### config.mk
export PLATFORM = sky130hd
export DESIGN_NAME = upc_scan_tx
export DESIGN_NICKNAME = d
export VERILOG_FILES = /design/src/rtl/upc_scan_tx.sv
export SDC_FILE = /design/constraint.sdc
export NUM_CORES = 1
export LEC_CHECK = 0
export ABC_AREA = 0
export ABC_CLOCK_PERIOD_IN_PS = 3370
export CAP_MARGIN = 20
export CORE_MARGIN = 2
export CORE_UTILIZATION = 30
export CTS_BUF_LIST = sky130_fd_sc_hd__clkbuf_4
export CTS_CLUSTER_DIAMETER = 150
export DETAILED_ROUTE_END_ITERATION = 10
export GPL_ROUTABILITY_DRIVEN = 0
export PLACE_DENSITY_LB_ADDON = 0.12
export SLEW_MARGIN = 0
export SYNTH_ARGS = -nofsm -noshare
export SYNTH_HDL_FRONTEND = slang
export SYNTH_SLANG_ARGS = --single-unit
### constraint.sdc
create_clock -name clk -period 3.37 [get_ports clk]
set_input_delay 0.674 -clock clk [delete_from_list [all_inputs] [get_ports clk]]
set_output_delay 0.674 -clock clk [all_outputs]
set_load 0.05 [all_outputs]
### src/rtl/upc_scan_tx.sv
// upc_scan_tx: framed serial transmitter for a 3-bit UPC plus marked bit; optional even parity under UPC_TX_PARITY_EN
module upc_scan_tx #(
  parameter int CLKS_PER_BIT = 8
) (
  input  logic       clk,
  input  logic       reset,
  input  logic       start,
  input  logic [2:0] upc,
  input  logic       marked,
  output logic       ready,
  output logic       tx,
  output logic       busy,
  output logic       done,
  output logic [7:0] sent_count
);
  localparam int CW = $clog2(CLKS_PER_BIT + 1);
  localparam logic [CW-1:0] LAST = CW'(CLKS_PER_BIT - 1);
  localparam logic [2:0] IDLE = 3'd0, START = 3'd1, DATA = 3'd2, STOP = 3'd4;
`ifdef UPC_TX_PARITY_EN
  localparam logic [2:0] PARITY = 3'd3;
`endif
  logic [2:0] state;
  logic [CW-1:0] cnt;
  logic [3:0] sr;
  logic [1:0] idx;
  logic tick;
  assign tick = cnt == LAST;
  assign ready = state == IDLE;
  assign busy = ~ready;
  // shift register rotates rather than shifts, so its XOR still equals the parity after DATA
  always_ff @(posedge clk) begin
    if (reset) begin
      state <= IDLE;
      tx <= 1'b1;
      done <= 1'b0;
      sent_count <= '0;
      cnt <= '0;
      sr <= '0;
      idx <= '0;
    end else begin
      done <= 1'b0;
      cnt <= (state == IDLE || tick) ? '0 : cnt + CW'(1);
      case (state)
        IDLE: if (start) begin
          state <= START;
          tx <= 1'b0;
          sr <= {upc, marked};
          idx <= '0;
        end
        START: if (tick) begin
          state <= DATA;
          tx <= sr[3];
        end
        DATA: if (tick) begin
          if (idx == 2'd3) begin
`ifdef UPC_TX_PARITY_EN
            state <= PARITY;
            tx <= ^sr;
`else
            state <= STOP;
            tx <= 1'b1;
`endif
          end else begin
            idx <= idx + 2'd1;
            sr <= {sr[2:0], sr[3]};
            tx <= sr[2];
          end
        end
`ifdef UPC_TX_PARITY_EN
        PARITY: if (tick) begin
          state <= STOP;
          tx <= 1'b1;
        end
`endif
        STOP: if (tick) begin
          state <= IDLE;
          done <= 1'b1;
          sent_count <= sent_count + 8'd1;
        end
        default: begin
          state <= IDLE;
          tx <= 1'b1;
        end
      endcase
    end
  end
endmodule
==> results by group <==
Clocking
  – Root Driver: clkbuf_4
  – Cts bufs inserted: 3
  – Hold-fix buffers at CTS: 0
  – CTS sink cnt: 23
  – CTS clk-pin slew, worst paths: 130 ps
  – H-tree depth: 1
  – Clk_lat worst skew: 310 ps
  – Setup bufs post-CTS: 0
  – CTS tree: yes
  – # resized after CTS: 0
  – Clk buf depth: 2

Worst hold path
  – Hold Path Depth: 1
  – Min-Delay Path Class: flip-flop to flip-flop
  – Hold_sp: cnt[0]

Drt
  – DR pass1 iterations: 4
  – Wire length per cell: 11.7 um
  – Post-Route WL: 2.10 mm
  – Detail Route Antenna Nets: 0
  – Residual DRC: 0
  – DR vias: 850
  – Mean number of vias per cell: 4.72
  – DR iter-0 viols: 16

Global route
  – Initial antenna violation count: 0
  – Largest net degree at the start of global routing: 18
  – Vias in the first global route: 772
  – Total GRT Usage: 11.0%
  – First-pass GRT wire length: 3.59 mm
  – GRT Residual Overflow: 0

Synth
  – Sequential area share after synthesis: 42.2%
  – Synthesized area: 1090 um2
  – Seq cells post-synth: 23
  – Yosys warning count: 0
  – Mean cell area of the mapped netlist: 9.25 um2
  – Cells after synthesis: 118
  – Cell variety after synth: 33
  – Net count after synthesis: 128

STA
  – Achievable frequency: 350 MHz
  – Sum Neg Setup Slack: 0 ps
  – Finish-stage setup viols: 0
  – Slew headroom: 55.1%
  – Slew Limit Fails: 0
  – Final critical-path share of the clock period: 84.9%
  – RSZ-0062 raised after global routing: no
  – Final Skew: 6.20 ps
  – Final min period: 2860 ps
  – Final Hold Viols: 0
  – Actual slew at the worst max-slew pin: 673 ps

Power
  – Static leakage power: 0.000502 uW
  – PD cells: 349 nW/um2
  – Peak supply drop: 0.251 mV

Floorplanning
  – Initial Util: 31.9%
  – Die W: 64.3 um
  – # IOs: 19
  – Die Height: 64.3 um
  – DIE AREA: 4140 um2
  – Core Footprint: 3420 um2
  – # rows: 21

Worst setup path
  – CP required: 2700 ps
  – CP peak stage delay: 790 ps
  – Critical path class: flip-flop to output pin
  – Startpoint Class: flip-flop
  – FF-to-FF Start: cnt[0]
  – Worst Path Max Fanout: 17
  – Setup crit start: state[1]
  – CP Cell Sequence: nor3_1, inv_1, clkdlybuf4s50_1
  – CP Capture Type: output pin
  – Reg2reg path depth: 5
  – Slowest CP cell: clkdlybuf4s50_1
  – WP data arrival: 2190 ps

Final layout
  – Layout Cells excl Fill: 180
  – Synthesis-to-layout area growth: 21.7%
  – Fin util: 38.9%
  – Design Area, Final: 1330 um2
  – Layout net count: 145
  – Most frequent cells in the layout: 23 x dfxtp_1, 18 x nor2_1, 18 x clkdlybuf4s50_1
  – Commonest non-fill, non-tap cell in the layout: dfxtp_1
  – Share of layout cells above drive strength 1: 8.96%
  – Antenna Cells: 0

Flow run
  – MaxCap Viol Count: 0

Placement
  – Placed insts: 176
  – PortBufs: 18
  – Placed Area: 1300 um2
  – Dpl hpwl: 1.50 mm

Outcome
  – Status: finished, final reports clean
worst paths after layout:
| kind | endpoint | slack [ps] |
|---|---|---|
| worst max-delay path | busy | 510 |
| worst min-delay path | cnt[0] | 460 |
| worst max register to register | sent_count[5] | 1480 |
| worst min register to register | cnt[0] | 460 |
worst max-delay path, delay by kind of cell (launching register included):
family	cells	cell delay [ps]
AND/OR/NAND/NOR	1	210
buffers and inverters	2	880
flip-flops	1	780
Yosys cell counts (all sizes together):
cell	n	area share (%)
xor2	5	4.0
o21ai	4	1.8
mux2	4	4.1
nor2	18	6.2
mux2i	6	5.5
clkbuf	3	1.0
a22oi	1	0.69
or3	5	2.9
nor3b	2	2.4
xnor2	2	1.6
dfxtp	23	42
or4	1	0.69
ha	3	3.4
nor3	6	2.8
and3	2	1.1
and2	1	0.57
inv	3	1.0
nand4b	1	0.80
a21oi	7	3.2
nand4	3	2.3
nor4b	1	0.80
a211oi	2	1.4
nand2	3	1.0
nand3b	2	1.4
and3b	1	0.80
buf	4	2.3
nand3	3	1.4
a31oi	2	2.5
flip-flops by register name, indices dropped and copies added (netlist names):
register and flops:
cnt 4, state 3, sent_count 8, idx 2, done 1, sr 4
tx 1
metal layers:
layer | wire [um] | global-route usage [%]
met1 | 1080 | 15.3
met2 | 918 | 16.1
met3 | 84 | 4.05
met4 | 18 | 2.39
met5 | 0 | 0
power by group:
part / total (uW) / internal [uW] / switching, uW
Combinational: 51.9 / 23.5 / 28.4
Clock: 126 / 44.2 / 82.2
Sequential: 284 / 278 / 6.40
cell families after synthesis:
group	count (synthesis)	synth area share (%)
muxes	10	9.63
adders and majority gates	3	3.44
AOI/OAI and AO/OA	16	9.63
buffers and inverters	10	4.36
xor gates and xnor gates	7	5.62
DFF	23	42.2
and+or+nand+nor	49	25.1
through the flow:
| stage | hold slack, ps | total power [uW] | setup WS (ps) |
|---|---|---|---|
| after floorplan | 418 | 324 | 394 |
| after CTS | 467 | 472 | 500 |
| final | 463 | 463 | 510 |
| after global routing | 496 | 489 | 358 |
| after detailed placement | 447 | 342 | 874 |
| after global placement | 437 | 342 | 882 |
cell type report:
class | count | area, um2
Clock buffer | 3 | 22.5
Clock inverter | 1 | 5.00
Fill cell | 362 | 2090
Inverter | 3 | 11.3
Multi-Input combinational cell | 85 | 583
Sequential cell | 23 | 460
Tap cell | 46 | 57.6
Timing Repair Buffer | 19 | 188
Power figures use the tool's default switching activity.
